===== src/rtl/vga_pattern_gen_if.sv =====
// rtl/vga_pattern_gen_if.sv - pixel strobe, pattern controls and registered video bus
interface vga_pattern_gen_if;
    logic       pix_en;
    logic [1:0] mode;
    logic [7:0] fill;
    logic       hsync;
    logic       vsync;
    logic       vidon;
    logic [9:0] hc;
    logic [9:0] vc;
    logic       frame_start;
    logic [2:0] red;
    logic [2:0] green;
    logic [1:0] blue;

    modport master (
        input  pix_en, mode, fill,
        output hsync, vsync, vidon, hc, vc, frame_start, red, green, blue
    );

    modport slave (
        output pix_en, mode, fill,
        input  hsync, vsync, vidon, hc, vc, frame_start, red, green, blue
    );
endinterface


===== src/rtl/vga_pattern_gen.sv =====
// rtl/vga_pattern_gen.sv - parametrised VGA timing and test pattern generator
// Optional border overlay: VGA_BORDER_EN.
module vga_pattern_gen #(
    parameter int H_ACTIVE = 640,
    parameter int H_FP     = 16,
    parameter int H_SYNC   = 96,
    parameter int H_BP     = 48,
    parameter int V_ACTIVE = 480,
    parameter int V_FP     = 10,
    parameter int V_SYNC   = 2,
    parameter int V_BP     = 33,
    parameter int SYNC_POL = 0,
    parameter int BAR_LOG2 = 6
) (
    input  logic              clk,
    input  logic              clr,
    vga_pattern_gen_if.master vid
);
    localparam int H_TOTAL = H_ACTIVE + H_FP + H_SYNC + H_BP;
    localparam int V_TOTAL = V_ACTIVE + V_FP + V_SYNC + V_BP;

    localparam logic [9:0]  H_LAST = 10'(H_TOTAL - 1);
    localparam logic [9:0]  V_LAST = 10'(V_TOTAL - 1);
    // Window bounds are 11 bits so a window ending exactly at 1024 still compares correctly.
    localparam logic [10:0] H_ACT  = 11'(H_ACTIVE);
    localparam logic [10:0] HS_ON  = 11'(H_ACTIVE + H_FP);
    localparam logic [10:0] HS_OFF = 11'(H_ACTIVE + H_FP + H_SYNC);
    localparam logic [10:0] V_ACT  = 11'(V_ACTIVE);
    localparam logic [10:0] VS_ON  = 11'(V_ACTIVE + V_FP);
    localparam logic [10:0] VS_OFF = 11'(V_ACTIVE + V_FP + V_SYNC);
    localparam logic        SYNC_ACT = (SYNC_POL != 0);

    generate
        if (H_TOTAL > 1024 || V_TOTAL > 1024 || BAR_LOG2 + 2 > 9) begin : g_bad_params
            $error("vga_pattern_gen: timing totals or BAR_LOG2 out of range");
        end
    endgenerate

    logic [9:0]  hcnt;
    logic [9:0]  vcnt;
    logic [1:0]  mode_q;
    logic [10:0] hx;
    logic [10:0] vx;
    logic        h_wrap;
    logic        v_wrap;
    logic        active;
    logic        hs_win;
    logic        vs_win;
    logic [2:0]  idx;
    logic [7:0]  pix;

    always_comb begin
        hx     = {1'b0, hcnt};
        vx     = {1'b0, vcnt};
        h_wrap = (hcnt == H_LAST);
        v_wrap = (vcnt == V_LAST);
        active = (hx < H_ACT) && (vx < V_ACT);
        hs_win = (hx >= HS_ON) && (hx < HS_OFF);
        vs_win = (vx >= VS_ON) && (vx < VS_OFF);
    end

    always_comb begin
        idx = 3'd0;
        pix = 8'h00;
        case (mode_q)
            2'd0:    idx = hcnt[BAR_LOG2+2:BAR_LOG2];
            2'd1:    idx = vcnt[BAR_LOG2+2:BAR_LOG2];
            2'd2:    idx = {3{hcnt[BAR_LOG2] ^ vcnt[BAR_LOG2]}};
            default: idx = 3'd0;
        endcase
        if (mode_q == 2'd3) begin
            pix = vid.fill;
        end else begin
            pix = {{3{idx[2]}}, {3{idx[1]}}, {2{idx[0]}}};
        end
`ifdef VGA_BORDER_EN
        if (hcnt == 10'd0 || hx == H_ACT - 11'd1 || vcnt == 10'd0 || vx == V_ACT - 11'd1) begin
            pix = 8'hFF;
        end
`endif
        if (!active) begin
            pix = 8'h00;
        end
    end

    // mode_q only reloads when stepping into (0,0), so a frame is never torn.
    always_ff @(posedge clk or posedge clr) begin
        if (clr) begin
            hcnt   <= '0;
            vcnt   <= '0;
            mode_q <= '0;
        end else if (vid.pix_en) begin
            if (h_wrap) begin
                hcnt <= '0;
                if (v_wrap) begin
                    vcnt   <= '0;
                    mode_q <= vid.mode;
                end else begin
                    vcnt <= vcnt + 10'd1;
                end
            end else begin
                hcnt <= hcnt + 10'd1;
            end
        end
    end

    always_ff @(posedge clk or posedge clr) begin
        if (clr) begin
            vid.hsync       <= ~SYNC_ACT;
            vid.vsync       <= ~SYNC_ACT;
            vid.vidon       <= 1'b0;
            vid.hc          <= '0;
            vid.vc          <= '0;
            vid.frame_start <= 1'b0;
            vid.red         <= '0;
            vid.green       <= '0;
            vid.blue        <= '0;
        end else if (vid.pix_en) begin
            vid.hsync       <= hs_win ? SYNC_ACT : ~SYNC_ACT;
            vid.vsync       <= vs_win ? SYNC_ACT : ~SYNC_ACT;
            vid.vidon       <= active;
            vid.hc          <= hcnt;
            vid.vc          <= vcnt;
            vid.frame_start <= (hcnt == 10'd0) && (vcnt == 10'd0);
            vid.red         <= pix[7:5];
            vid.green       <= pix[4:2];
            vid.blue        <= pix[1:0];
        end else begin
            vid.frame_start <= 1'b0;
        end
    end
endmodule


===== src/flat_wrapper.sv =====
// flat-port wrapper written by rule: the top's interface ports become plain ports
module vga_pattern_gen_flat 
#(
    parameter int H_ACTIVE = 640,
    parameter int H_FP     = 16,
    parameter int H_SYNC   = 96,
    parameter int H_BP     = 48,
    parameter int V_ACTIVE = 480,
    parameter int V_FP     = 10,
    parameter int V_SYNC   = 2,
    parameter int V_BP     = 33,
    parameter int SYNC_POL = 0,
    parameter int BAR_LOG2 = 6
)
  (clk, clr, vid_pix_en, vid_mode, vid_fill, vid_hsync, vid_vsync, vid_vidon, vid_hc, vid_vc, vid_frame_start, vid_red, vid_green, vid_blue);
  vga_pattern_gen_if vid_i ();
  input  logic clk;
  input  logic clr;
  input wire logic [$bits(vid_i.pix_en)-1:0] vid_pix_en;
  input wire logic [$bits(vid_i.mode)-1:0] vid_mode;
  input wire logic [$bits(vid_i.fill)-1:0] vid_fill;
  output wire logic [$bits(vid_i.hsync)-1:0] vid_hsync;
  output wire logic [$bits(vid_i.vsync)-1:0] vid_vsync;
  output wire logic [$bits(vid_i.vidon)-1:0] vid_vidon;
  output wire logic [$bits(vid_i.hc)-1:0] vid_hc;
  output wire logic [$bits(vid_i.vc)-1:0] vid_vc;
  output wire logic [$bits(vid_i.frame_start)-1:0] vid_frame_start;
  output wire logic [$bits(vid_i.red)-1:0] vid_red;
  output wire logic [$bits(vid_i.green)-1:0] vid_green;
  output wire logic [$bits(vid_i.blue)-1:0] vid_blue;
  assign vid_i.pix_en = vid_pix_en;
  assign vid_i.mode = vid_mode;
  assign vid_i.fill = vid_fill;
  assign vid_hsync = vid_i.hsync;
  assign vid_vsync = vid_i.vsync;
  assign vid_vidon = vid_i.vidon;
  assign vid_hc = vid_i.hc;
  assign vid_vc = vid_i.vc;
  assign vid_frame_start = vid_i.frame_start;
  assign vid_red = vid_i.red;
  assign vid_green = vid_i.green;
  assign vid_blue = vid_i.blue;
  vga_pattern_gen #(.H_ACTIVE(H_ACTIVE), .H_FP(H_FP), .H_SYNC(H_SYNC), .H_BP(H_BP), .V_ACTIVE(V_ACTIVE), .V_FP(V_FP), .V_SYNC(V_SYNC), .V_BP(V_BP), .SYNC_POL(SYNC_POL), .BAR_LOG2(BAR_LOG2)) u_core (.clk(clk), .clr(clr), .vid(vid_i));
endmodule

===== config.mk =====
export PLATFORM = sky130hd
export DESIGN_NAME = vga_pattern_gen_flat
export DESIGN_NICKNAME = d
export VERILOG_FILES = /design/src/rtl/vga_pattern_gen_if.sv /design/src/rtl/vga_pattern_gen.sv /design/src/flat_wrapper.sv
export SDC_FILE = /design/constraint.sdc
export NUM_CORES = 1
export LEC_CHECK = 0
export CAP_MARGIN = 20
export CORE_UTILIZATION = 54
export CTS_BUF_LIST = sky130_fd_sc_hd__clkbuf_8
export DETAILED_ROUTE_END_ITERATION = 10
export PLACE_DENSITY = 0.89
export SYNTH_ARGS = -nofsm -noshare
export SYNTH_HDL_FRONTEND = slang
export SYNTH_SLANG_ARGS = --single-unit

===== constraint.sdc =====
create_clock -name clk -period 2.8 [get_ports clk]
set_input_delay 0.7 -clock clk [delete_from_list [all_inputs] [get_ports clk]]
set_output_delay 0.7 -clock clk [all_outputs]
set_load 0.005 [all_outputs]

* Word-level counts from Yosys, hierarchy flattened
Cells that the tools add are included.
** Storage, ports and cells
- Bits in registers :: 54
** Cells by class
- $add $sub $neg :: 2
- $lt $le $gt $ge :: 6
- Equality and inequality tests :: 5
- Muxes and demuxes :: 8
- Bitwise logic cells :: 1
- Reduce and logical (&&, ||, !) cells :: 9
** Operators with widths (count)
- adder 10 x 1 -> 10 bit, second input constant :: 2
- == test 10 bit, second input constant :: 2
- zero test 10 bit :: 2
- less-than comparator 10 bit, second input constant :: 2
- less-than comparator 10 x 9 -> 1 bit, second input constant :: 2
- 2-to-1 mux 10 bit :: 2
- 2-to-1 mux 8 bit :: 2
- greater-or-equal comparator 10 bit, second input constant :: 1
- greater-or-equal comparator 10 x 9 -> 1 bit, second input constant :: 1
- case mux 3 bit (3 select lines) :: 1
- == test 2 bit, second input constant :: 2
- logical AND 1 bit :: 4
- 2-to-1 mux 1 bit :: 3
- AND reduction 3 bit :: 1
- == test 2 x 1 -> 1 bit, second input constant :: 1
- zero test 2 bit :: 1
- AND reduction 2 bit :: 1
- XOR 1 bit :: 1

* Logic depth before layout (Yosys ltp)
Gate-level depths: netlist (run 1).
- Word-level depth :: 4
- Mapped depth :: 6

* Worst setup path after synthesis (run 1)
No wires, ideal clock.
- Path type :: reg2reg
- Start point :: reg u_core.vcnt[0]
- End point :: reg u_core.mode_q[0]
- Arrival :: 1.934 ns
- Required time :: 2.675 ns
- Slack :: 0.741 ns
- Cell stages (with the launch flop) :: 7
- Clock period less this slack :: 2.059 ns
- Cell sequence :: dfrtp_1 -> inv_1 -> ha_1 -> nor4b_1 -> nand3_1 -> nor4_1 -> mux2_2
** Between the ends
- Longest elaborated chain between the ends :: 2
** RTL lines
- start, declared :: RTL line vga_pattern_gen.sv:40 : logic [9:0] vcnt;
- start signal, assigned :: RTL line vga_pattern_gen.sv:99 : vcnt <= vcnt + 10'd1;
- == test 10 bit :: RTL line vga_pattern_gen.sv:56 : v_wrap = (vcnt == V_LAST);
- AND reduction 3 bit (no line)
- end signal, assigned :: RTL line vga_pattern_gen.sv:97 : mode_q <= vid.mode;
- end, declared :: RTL line vga_pattern_gen.sv:41 : logic [1:0] mode_q;
Every way passes these cells.
A chain may end at the register's enable or synchronous reset.

* Worst setup path after layout (run 1)
Ends and elaborated chain as after synthesis.

==> flow_summary.json, run 1 <==
{
  "multi_input_area_mm2": 0.00105,
  "cts_resized": 0,
  "whs_ns": 0.498,
  "synth.avg_cell_area_um2": 10.9,
  "place.gp.congestion": 0.913,
  "numCtsBuffers": 5,
  "clkPwrFrac_pct": 25.8,
  "layout_setup_ws_ns": 0.452,
  "grt_pass1_vias": 1835,
  "rr_endpoint": "u_core.mode_q[0]$_DFFE_PP0P_",
  "n_antenna_cell": 0,
  "crit_path_top_delay_cell": "nor4b_1",
  "drive_gt1_share_pct": 14.7,
  "io-pin-count": 45,
  "worst_pin_slew_ns": 0.601,
  "design.core.area_mm2": 0.00444,
  "maxCapViolations": 0,
  "combPwrFrac_pct": 17.5,
  "place_ws_ns": 0.378,
  "stdcell_count": 330,
  "root_buffer": "clkbuf_8",
  "clk_path_buf_depth": 2,
  "numClockSinks": 54,
  "p_per_area_mw_per_mm2": 546,
  "cts_hold_buf": 0,
  "clock_skew_ns": 0.00457,
  "syn2layout_area_growth_pct": 21.9,
  "cts-htree-levels": 2,
  "required_ns": 3.00,
  "die_x_um": 70.9,
  "cts_setup_buffers": 0,
  "synthesis.nets": 252,
  "fin_crit_sh_pct": 83.9,
  "grt_max_degree": 29,
  "drc_errors": 0,
  "synth.cell_area_mm2": 0.00256,
  "critPathArrivalTime_ns": 2.55,
  "synth_edf_count": 0,
  "row_count": 24,
  "num_vias": 1939,
  "path_depth": 6,
  "antenna_left": 0,
  "grt_pass1_wl_mm": 9.24,
  "end_kind": "register",
  "crit_chain": "inv_1 > ha_1 > nor4b_1 > nand3_1 > nor4_1 > mux2_2",
  "clk_latency_ns": 0.31,
  "cpPeakStageDelay_ns": 0.49,
  "swShare_pct": 26.8,
  "outcome": "complete, no violations",
  "postSynthCellCount": 234,
  "setup_viol": 0,
  "cts_tree": "done",
  "final_util_pct": 70.2,
  "clk_pin_slew_ns": 0.09,
  "grt_setup_unrepaired": "false",
  "pwr-share-seq_pct": 56.7,
  "rrSetupSlack_ns": 0.45,
  "layout_commonest_cell": "dfrtp_1",
  "grt_overflow": 0,
  "crit_family": "simple AND/OR/NAND/NOR gates",
  "layout_common_cells": "dfrtp_1 (52), clkdlybuf4s50_1 (44), mux2_2 (21)",
  "die_area_mm2": 0.00502,
  "fp.dieH_um": 70.9,
  "hpwl_mm": 3.82,
  "critPathLaunchType": "register",
  "synth.distinct_cells": 42,
  "fin_crit_ns": 2.35,
  "p_switching_uw": 456,
  "antenna_found_initial": 0,
  "drt-vias-per-instance": 5.88,
  "seq_area_mm2": 0.00135,
  "timing.fmax_mhz": 426,
  "final_nets": 295,
  "finalMaxSlewViolations": 0,
  "cp_max_fo": 6,
  "ys_ff_latch": 54,
  "crit_type": "reg -> reg",
  "async_flop_share_pct": 100,
  "ir_worst_vdd_uv": 318,
  "floorplan.initialDensity_pct": 57.6,
  "p_int_uw": 1250,
  "crit_end": "u_core.mode_q[0]$_DFFE_PP0P_",
  "crit_start": "u_core.vcnt[0]$_DFFE_PP0P_",
  "synthFlopType": "dfrtp_1",
  "critPathBufInv": 1,
  "wl_per_cell_um": 16.5,
  "wirelength_mm": 5.46,
  "fillers": 328,
  "r2r_cells": 6,
  "portBuffers": 44,
  "slew_headroom_pct": 59.5,
  "track_usage_pct": 23.9,
  "drtIter0Drc": 263,
  "synth-seq-area-share_pct": 52.9,
  "regToRegStartpoint": "u_core.vcnt[0]$_DFFE_PP0P_",
  "placed_cells": 322,
  "timing_hold_violations_final": 0,
  "hold_path.class": "reg -> reg",
  "drtPass1Iterations": 6,
  "fin_setup_tns_ns": 0,
  "ys_warn_count": 0,
  "p_leak_uw": 0.00136
}
sequential cells by signal, summed over array words and instances (netlist names):
name / flops
u_core.vid.vidon: 1
u_core.vid.hsync: 1
u_core.vid.hc: 10
u_core.vid.frame_start: 1
u_core.hcnt: 10
u_core.vid.red: 3
u_core.vid.vc: 10
u_core.vid.vsync: 1
u_core.mode_q: 2
u_core.vid.blue: 2
u_core.vcnt: 10
u_core.vid.green: 3
synthesized netlist by cell type (2+ instances only):
cell type	number	area (um^2)
nor2_1	18	67.6
nand4b_1	2	17.5
o21ai_0	17	85.1
and3_1	4	25.0
nor4_1	4	25.0
o32ai_1	2	17.5
nand2_1	9	33.8
clkbuf_1	4	15.0
nand3_1	10	50.1
mux2_2	21	236
buf_1	3	11.3
buf_6	2	22.5
nor3_1	4	20.0
o2bb2ai_1	6	52.6
or3_1	6	37.5
nand4_1	10	62.6
a211o_1	2	17.5
a21o_1	3	22.5
ha_1	5	62.6
inv_1	16	60.1
dfstp_2	2	52.6
buf_4	2	15.0
dfrtp_1	52	1300
a31oi_1	3	18.8
mux2i_1	2	20.0
a21oi_1	2	10.0
xnor2_1	8	70.1
per-layer routing:
layer | global-route usage (%) | vias to the layer above | wire [um]
met5 | 0 | - | 0
met4 | 8.89 | 0 | 119
met3 | 6.27 | 12 | 273
met2 | 36.8 | 57 | 2680
met1 | 33.1 | 949 | 2380
li1 | - | 921 | -
stage by stage:
step	power, uW	area [um^2]
after CTS	1710	3120
after detailed placement	1280	3030
after floorplan	1130	2560
after global placement	1260	3030
final	1700	3120
after global routing	1790	3120
layout make-up:
class                   instances  area share, %
flip-flops and latches         54           43.4
multi-input cells             150           33.7
repair buffers                 50           16.0
clock buffers                   6           2.65
well taps                      52           2.09
inverters                      16           1.92
clock inverters                 2          0.281
cells by family (layout without fill, tap and decap cells):
kind of cell | after synthesis | in the layout | share of synthesized area, %
mux | 23 | 23 | 10.0
compound gates | 39 | 39 | 9.87
fa+ha+maj | 5 | 5 | 2.44
xor+xnor | 9 | 9 | 3.08
simple gates | 74 | 74 | 15.7
buf+inv | 30 | 74 | 6.01
flops | 54 | 54 | 52.9
power groups by stage:
stage	clock network, uW	registers, uW	logic [uW]
detailed placement	0	978	299
floorplan	0	935	195
finish	440	965	298
CTS	451	963	300
global placement	0	975	290
global route	482	980	329
worst min-delay path by stage:
stage                                    startpoint  depth (start not counted)  slack [ns]                              end
floorplan              u_core.vid.vsync$_DFFE_PP1P_                          2        0.48     u_core.vid.vsync$_DFFE_PP1P_
global placement      u_core.vid.red[2]$_DFFE_PP0P_                          1        0.48    u_core.vid.red[2]$_DFFE_PP0P_
detailed placement  u_core.vid.green[2]$_DFFE_PP0P_                          1        0.48  u_core.vid.green[2]$_DFFE_PP0P_
CTS                 u_core.vid.green[2]$_DFFE_PP0P_                          1        0.50  u_core.vid.green[2]$_DFFE_PP0P_
global route        u_core.vid.green[0]$_DFFE_PP0P_                          1        0.53  u_core.vid.green[0]$_DFFE_PP0P_
finish                u_core.vid.red[1]$_DFFE_PP0P_                          1        0.50    u_core.vid.red[1]$_DFFE_PP0P_
No activity file was read; power rests on OpenSTA's default activity.
==> run 2: changes to the inputs <==
Clock period 2.8 ns to 2.2 ns, I/O delays scaled along.
==> flow_summary.json, run 2 (same netlist as run 1, synthesis figures left out) <==
{
  "outcome": "complete, no violations",
  "p_leak_uw": 0.00143,
  "drtPass1Iterations": 6,
  "layout_commonest_cell": "dfrtp_1",
  "maxCapViolations": 0,
  "p_per_area_mw_per_mm2": 676,
  "clk_latency_ns": 0.30,
  "grt_pass1_vias": 2039,
  "portBuffers": 44,
  "num_vias": 2052,
  "antenna_found_initial": 0,
  "crit_type": "reg -> reg",
  "n_antenna_cell": 0,
  "die_area_mm2": 0.00502,
  "multi_input_area_mm2": 0.00105,
  "floorplan.initialDensity_pct": 57.6,
  "timing.fmax_mhz": 499,
  "syn2layout_area_growth_pct": 25.9,
  "critPathLaunchType": "register",
  "fin_crit_ns": 2.01,
  "wl_per_cell_um": 16.8,
  "worst_pin_slew_ns": 0.457,
  "finalMaxSlewViolations": 0,
  "drtIter0Drc": 167,
  "cts_setup_buffers": 0,
  "cts_tree": "done",
  "fillers": 334,
  "timing_hold_violations_final": 0,
  "root_buffer": "clkbuf_8",
  "track_usage_pct": 25.1,
  "cts_hold_buf": 0,
  "critPathArrivalTime_ns": 2.20,
  "setup_viol": 0,
  "fp.dieH_um": 70.9,
  "ir_worst_vdd_uv": 411,
  "drive_gt1_share_pct": 18.4,
  "grt_max_degree": 55,
  "drt-vias-per-instance": 5.95,
  "required_ns": 2.40,
  "final_util_pct": 72.5,
  "seq_area_mm2": 0.00135,
  "cts_resized": 0,
  "slew_headroom_pct": 69.3,
  "place.gp.congestion": 0.860,
  "end_kind": "register",
  "grt_overflow": 0,
  "cp_max_fo": 4,
  "grt_pass1_wl_mm": 9.65,
  "row_count": 24,
  "fin_setup_tns_ns": 0,
  "drc_errors": 0,
  "fin_crit_sh_pct": 91.1,
  "design.core.area_mm2": 0.00444,
  "io-pin-count": 45,
  "layout_setup_ws_ns": 0.195,
  "hold_path.class": "reg -> reg",
  "grt_setup_unrepaired": "false",
  "cts-htree-levels": 2,
  "final_nets": 310,
  "numClockSinks": 54,
  "wirelength_mm": 5.81,
  "numCtsBuffers": 5,
  "antenna_left": 0,
  "hpwl_mm": 4.11,
  "clk_path_buf_depth": 2,
  "place_ws_ns": -0.0363,
  "layout_common_cells": "dfrtp_1 (52), clkdlybuf4s50_1 (44), mux2_2 (21)",
  "clock_skew_ns": 0.00497,
  "clk_pin_slew_ns": 0.09,
  "die_x_um": 70.9
}
run 2: changes by cell type in the layout (fill, tap and decap cells not counted):
cell / change
buf_4: +15
inv_1: +2
clkbuf_8: -1
clkinv_2: -1
run 2: path summary, 6_finish.rpt:
check                      cells past startpoint  slack, ns                     startpoint                             to
min in group asynchronous                      3       0.62                            clr   u_core.vid.hc[4]$_DFFE_PP0P_
max reg2reg                                    8       0.19     u_core.vcnt[0]$_DFFE_PP0P_   u_core.mode_q[0]$_DFFE_PP0P_
max in group asynchronous                      3       1.30                            clr   u_core.vid.vsync$_DFFE_PP1P_
max                                            8       0.19     u_core.vcnt[0]$_DFFE_PP0P_   u_core.mode_q[0]$_DFFE_PP0P_
min reg2reg                                    1       0.49  u_core.vid.red[1]$_DFFE_PP0P_  u_core.vid.red[1]$_DFFE_PP0P_
min                                            1       0.49  u_core.vid.red[1]$_DFFE_PP0P_  u_core.vid.red[1]$_DFFE_PP0P_
run 2: critical path, cell delays in order, from the launching register on:
cell	delay (ns)
dfrtp_1	0.38
inv_1	0.11
ha_1	0.17
nor4b_1	0.26
buf_4	0.18
nand3_1	0.11
nor4_1	0.21
buf_4	0.17
mux2_2	0.32
run 2: area by class of cell:
cell class                 instances  share of cell area [%]
sequential                        54                    42.0
multi-input combinational        150                    32.7
timing repair buffer              65                    19.0
clock buffer                       5                    2.14
tap                               52                    2.02
inverter                          16                    1.86
clock inverter                     3                   0.350
run 2: stage by stage:
step	hold slack, ns	total power, uW	cells	cell area, um^2
after detailed placement	0.479	1680	337	3140
after CTS	0.497	2190	345	3220
after global routing	0.505	2280	345	3220
after floorplan	0.476	1440	234	2560
after global placement	0.475	1640	337	3140
final	0.491	2180	345	3220
run 2: per-layer routing:
layer,global-route usage [%],vias to the layer above,share of wire (%)
met5,0,-,0
met4,9.56,0,1.2
met3,4.27,8,3.8
met2,44.1,67,52
met1,31.2,1027,43
li1,-,950,-
run 2: power by group:
group	internal (uW)	total [uW]	switching (uW)
clock network	213	512	299
logic	267	464	197
registers	1100	1200	100
==> run 3: changes to the inputs <==
Clock period 2.2 ns to 2.25 ns, I/O delays scaled along.
==> flow_summary.json, run 3 (same netlist as run 1, synthesis figures left out) <==
{
  "outcome": "complete, no violations",
  "antenna_left": 0,
  "multi_input_area_mm2": 0.00105,
  "end_kind": "register",
  "clk_pin_slew_ns": 0.10,
  "drtPass1Iterations": 6,
  "grt_overflow": 0,
  "numCtsBuffers": 5,
  "cts_hold_buf": 0,
  "fin_crit_ns": 2.05,
  "fillers": 302,
  "final_nets": 310,
  "die_area_mm2": 0.00502,
  "grt_pass1_wl_mm": 9.76,
  "wirelength_mm": 5.72,
  "r2r_cells": 8,
  "num_vias": 2005,
  "fin_crit_sh_pct": 91.0,
  "seq_area_mm2": 0.00135,
  "n_antenna_cell": 0,
  "clock_skew_ns": 0.00906,
  "track_usage_pct": 25.1,
  "required_ns": 2.45,
  "met3_usage_pct": 3.70,
  "cts-htree-levels": 2,
  "die_x_um": 70.9,
  "fp.dieH_um": 70.9,
  "grt_setup_unrepaired": "false",
  "slew_headroom_pct": 71.9,
  "layout_common_cells": "dfrtp_1 (52), clkdlybuf4s50_1 (44), mux2_2 (21), buf_4 (21), nor2_1 (18)",
  "p_per_area_mw_per_mm2": 674,
  "drt-vias-per-instance": 5.81,
  "hpwl_mm": 4.08,
  "portBuffers": 44,
  "io-pin-count": 45,
  "timing.fmax_mhz": 488,
  "grt_pass1_vias": 2066,
  "finalMaxSlewViolations": 0,
  "place_ws_ns": -0.0148,
  "clk_path_buf_depth": 2,
  "timing_hold_violations_final": 0,
  "drc_errors": 0,
  "p_leak_uw": 0.00142,
  "root_buffer": "clkbuf_8",
  "cts_setup_buffers": 0,
  "syn2layout_area_growth_pct": 26.0,
  "drtIter0Drc": 275,
  "worst_pin_slew_ns": 0.421,
  "grt_max_degree": 34,
  "cts_tree": "done",
  "layout_setup_ws_ns": 0.202,
  "placed_cells": 337,
  "floorplan.initialDensity_pct": 57.6,
  "setup_viol": 0,
  "whs_ns": 0.498,
  "design.core.area_mm2": 0.00444,
  "antenna_found_initial": 0,
  "hold_depth": 1,
  "gr-max-usage-layer": "met2",
  "cp_max_fo": 4,
  "ir_worst_vdd_uv": 482,
  "numClockSinks": 54,
  "critPathArrivalTime_ns": 2.25,
  "wl_per_cell_um": 16.6,
  "met1_usage_pct": 33.2,
  "cts_resized": 0,
  "layout_commonest_cell": "dfrtp_1",
  "clk_latency_ns": 0.31,
  "hold_path.class": "reg -> reg",
  "place.gp.congestion": 0.896,
  "critPathLaunchType": "register",
  "met2_usage_pct": 42.2,
  "stdcell_count": 345,
  "drive_gt1_share_pct": 19.5,
  "crit_type": "reg -> reg",
  "row_count": 24,
  "maxCapViolations": 0
}
==> run 3: cell count changes in the layout (fill, tap and decap cells not counted), sizes merged <==
cell,delta
clkbuf,+1
clkinv,+1
clkinvlp,+1
inv,-3
==> run 3: worst paths after layout <==
| kind | from | slack, ns | to |
|---|---|---|---|
| max | u_core.vcnt[0]$_DFFE_PP0P_ | 0.20 | u_core.mode_q[0]$_DFFE_PP0P_ |
| min | u_core.vid.green[0]$_DFFE_PP0P_ | 0.50 | u_core.vid.green[0]$_DFFE_PP0P_ |
| max reg2reg | u_core.vcnt[0]$_DFFE_PP0P_ | 0.20 | u_core.mode_q[0]$_DFFE_PP0P_ |
| min reg2reg | u_core.vid.green[0]$_DFFE_PP0P_ | 0.50 | u_core.vid.green[0]$_DFFE_PP0P_ |
| max in group asynchronous | clr | 1.28 | u_core.mode_q[1]$_DFFE_PP0P_ |
| min in group asynchronous | clr | 0.60 | u_core.hcnt[6]$_DFFE_PP0P_ |
==> run 3: area by class of cell <==
type,instances,share of cell area (%)
Clock buffer,6,2.56
Clock inverter,2,0.388
Inverter,16,1.86
Multi-Input combinational cell,150,32.6
Sequential cell,54,42.0
Tap cell,52,2.02
Timing Repair Buffer,65,18.5
==> run 3: per-stage QoR <==
stage	TNS (ns)	utilization [%]	total power, uW	instance area, um^2
2_1_floorplan	0	-	1410	2560
3_3_place_gp	0	70.4	1610	3130
3_5_place_dp	-0.0148	70.4	1630	3130
4_1_cts	0	72.6	2190	3220
5_1_grt	0	72.6	2280	3220
6_report	0	72.6	2170	3220
==> run 3: metal layers <==
| metal | vias to the layer above | wire length (um) |
|---|---|---|
| met3 | 8 | 310 |
| met2 | 72 | 2870 |
| met4 | 0 | 65 |
| met1 | 977 | 2470 |
| met5 | - | 0 |
| li1 | 948 | - |
==> run 3: power by group <==
| part | internal, uW | switching, uW | leakage [uW] |
|---|---|---|---|
| registers | 1080 | 91.9 | 0.000635 |
| logic | 260 | 189 | 0.000738 |
| clock network | 248 | 309 | 0.0000472 |
| total | 1580 | 590 | 0.00142 |
==> run 3: worst max-delay path, stage by stage, from the launching register on <==
cell and delay [ns]:
dfrtp_1 0.39, inv_1 0.11, ha_1 0.17, nor4b_1 0.24
buf_4 0.18, nand3_1 0.11, nor4_1 0.24, buf_4 0.18
mux2_2 0.33
==> RTL change, RTL diff (config.mk and constraints of run 3) <==
Build with the macro `VGA_BORDER_EN` defined.
--- a/src/rtl/vga_pattern_gen.sv
+++ b/src/rtl/vga_pattern_gen.sv
@@ -1,5 +1,7 @@
 // rtl/vga_pattern_gen.sv - parametrised VGA timing and test pattern generator
 // Optional border overlay: VGA_BORDER_EN.
+`define VGA_BORDER_EN
+
 module vga_pattern_gen #(
     parameter int H_ACTIVE = 640,
     parameter int H_FP     = 16,
Behaviour: not the same (Yosys sat finds a counterexample within 4 cycles, from zero or initial values).
==> RTL change against run 3 <==
  * First-iteration DRC count fell by 56%
  * Critical path type unchanged
  * Design area rose by 4.1%
  * Cell count rose by 4.6%
  * Total power rose by 5.0%
  * Sequential cell count did not move
  * Synthesized cell count rose by 8.1%
  * Global-route usage fell by 3.0 points
  * Synthesized area rose by 8.6%
  * Non-clock buffer count fell by 16
  * Worst setup slack improved by 0.079 ns
  * Routed wire length fell by 5.1%
  * Via count rose by 2.5%
  * Sequential share of layout area fell by 1.6 points
==> RTL change: results (changes against run 3) <==
yosysUniqueCellTypes: 53  # +26%
cts_htree_levels: 2  # unchanged
skew_ns: 0.00403  # -0.00502 ns
whs_ns: 0.486  # -0.0122 ns
grtUsageTotal_pct: 22.1  # -3.0 points
port_buffers: 44  # unchanged
clock_path_buffers: 2  # unchanged
post_cts_buffers: 0  # unchanged
cts-root-buf: "clkbuf_8"
clk_pin_slew_ns: 0.09
tightest_slew_ns: 0.591  # +0.170 ns
grt_max_degree: 55  # +62%
viasPerCell: 5.70  # -2.0%
hold_depth: 1  # unchanged
r2r_end: "u_core.vid.red[1]"
min_path_type: "reg2reg"
crit_path_max_fanout: 7  # +3
reg2reg_from: "u_core.hcnt[0]"
cts_resized: 0  # unchanged
critPathArrivalTime_ns: 2.13  # -0.12 ns
hpwlAfterDp_um: 3740  # -8.3%
yosys-top-cells-count: "52 x dfrtp_1, 23 x mux2_2, 19 x nor2_1, 13 x a21oi_1, 13 x nand2_1"
ys_top_cells_by_area: "dfrtp_1 47%, mux2_2 9.3%, nor2_1 2.6%"
grt_pass1_wl_um: 9010  # -7.7%
antenna_found_initial: 0  # unchanged
insertion_delay_ns: 0.31  # about the same
r2r_cells: 5  # -3
syn-num-nets: 271  # +7.5%
drive_gt1_share_pct: 16.3  # -3.1 points
nNetsFinal: 311  # +0.32%
drtIter0Drc: 120  # -56%
first_global_vias: 2001  # -3.1%
holdCritStartpoint: "u_core.vid.vidon"
async_flop_share_pct: 100  # unchanged
yosysWarnings: 0  # unchanged
status: "finished, final reports clean"
cp_slowest_stage_delay_ns: 0.54  # +0.15 ns
drt_wl_total_um: 5430  # -5.1%
synthFlopType: "dfrtp_1"
ff2ff_setup_slack_ns: 0.28  # +0.08 ns
synth.yosys.seq_area_share_pct: 48.7  # -4.2 points
nFillCells: 362  # +20%
cp_slowest_cell: "nor4_1"
globalplace.congestion: 0.856  # -4.5%
holdPathEnd: "u_core.vid.vidon"
drtPass1Iterations: 4  # -2
antenna_cells: 0  # unchanged
p_leak_nw: 1.48  # +4.2%
ir_worst_vdd_mv: 0.639  # +33%
cts_made_buffers: 5  # unchanged
==> RTL change: where the power goes <==
group | leakage (nW) | internal (mW) | switching [mW]
combinational | 0.727 | 0.320 | 0.209
sequential | 0.702 | 1.10 | 0.153
clock | 0.0519 | 0.208 | 0.292
total | 1.48 | 1.63 | 0.653
==> RTL change: layer usage <==
| metal | global-route usage [%] | share of wire [%] | up-vias |
|---|---|---|---|
| li1 | - | - | 986 |
| met1 | 27.5 | 44 | 1010 |
| met2 | 36.9 | 49 | 55 |
| met3 | 5.76 | 5.3 | 5 |
| met4 | 8.12 | 1.1 | 0 |
| met5 | 0 | 0 | - |
==> RTL change: how the worst max path moves through the flow <==
stage	depth (start not counted)	slack (ns)	from	end
final	5	0.28	u_core.hcnt[0]	u_core.vid.red[1]
after global routing	6	0.13	u_core.vcnt[1]	u_core.vid.red[1]
after CTS	5	0.30	u_core.hcnt[0]	u_core.vid.red[1]
after detailed placement	6	0.03	vid_pix_en	u_core.vcnt[8]
after global placement	6	0.11	vid_pix_en	u_core.vcnt[7]
after floorplan	1	0.38	clr	u_core.hcnt[0]
==> RTL change: layout make-up <==
type	count	area, µm²	area share (%)
clock buffer	5	68.8	2.05
timing repair buffer	49	503	15.0
inverter	8	30.0	0.895
tap	67	83.8	2.50
clock inverter	3	11.3	0.336
sequential	54	1350	40.3
multi-input combinational	175	1310	38.9
==> RTL change: metrics by stage <==
| step | utilization (%) | instances | area, µm² | setup slack [ns] | power, mW |
|---|---|---|---|---|---|
| CTS | 69.2 | 361 | 3360 | 0.300 | 2.30 |
| global placement | 67.6 | 353 | 3280 | 0.110 | 1.78 |
| detailed placement | 67.6 | 353 | 3280 | 0.0350 | 1.81 |
| global route | 69.2 | 361 | 3360 | 0.130 | 2.41 |
| floorplan | - | 253 | 2780 | 0.376 | 1.54 |
| finish | 69.2 | 361 | 3360 | 0.281 | 2.28 |
==> RTL change: logic make-up (layout without fill, tap and decap cells) <==
group / count (synthesis) / count (layout) / synth area share [%]
compound gates: 41 / 41 / 9.41
xor+xnor: 11 / 11 / 3.47
fa+ha+maj: 5 / 5 / 2.25
buf+inv: 24 / 65 / 4.37
flops: 54 / 54 / 48.7
mux: 26 / 26 / 10.4
simple gates: 92 / 92 / 21.4
==> RTL change: worst max-delay path: cells and delay by family, from the launching register on <==
kind / cells / cell delay [ns]
adders and majority gates: 1 / 0.27
AOI/OAI and AO/OA: 1 / 0.14
and+or+nand+nor: 3 / 0.95
DFF: 1 / 0.45
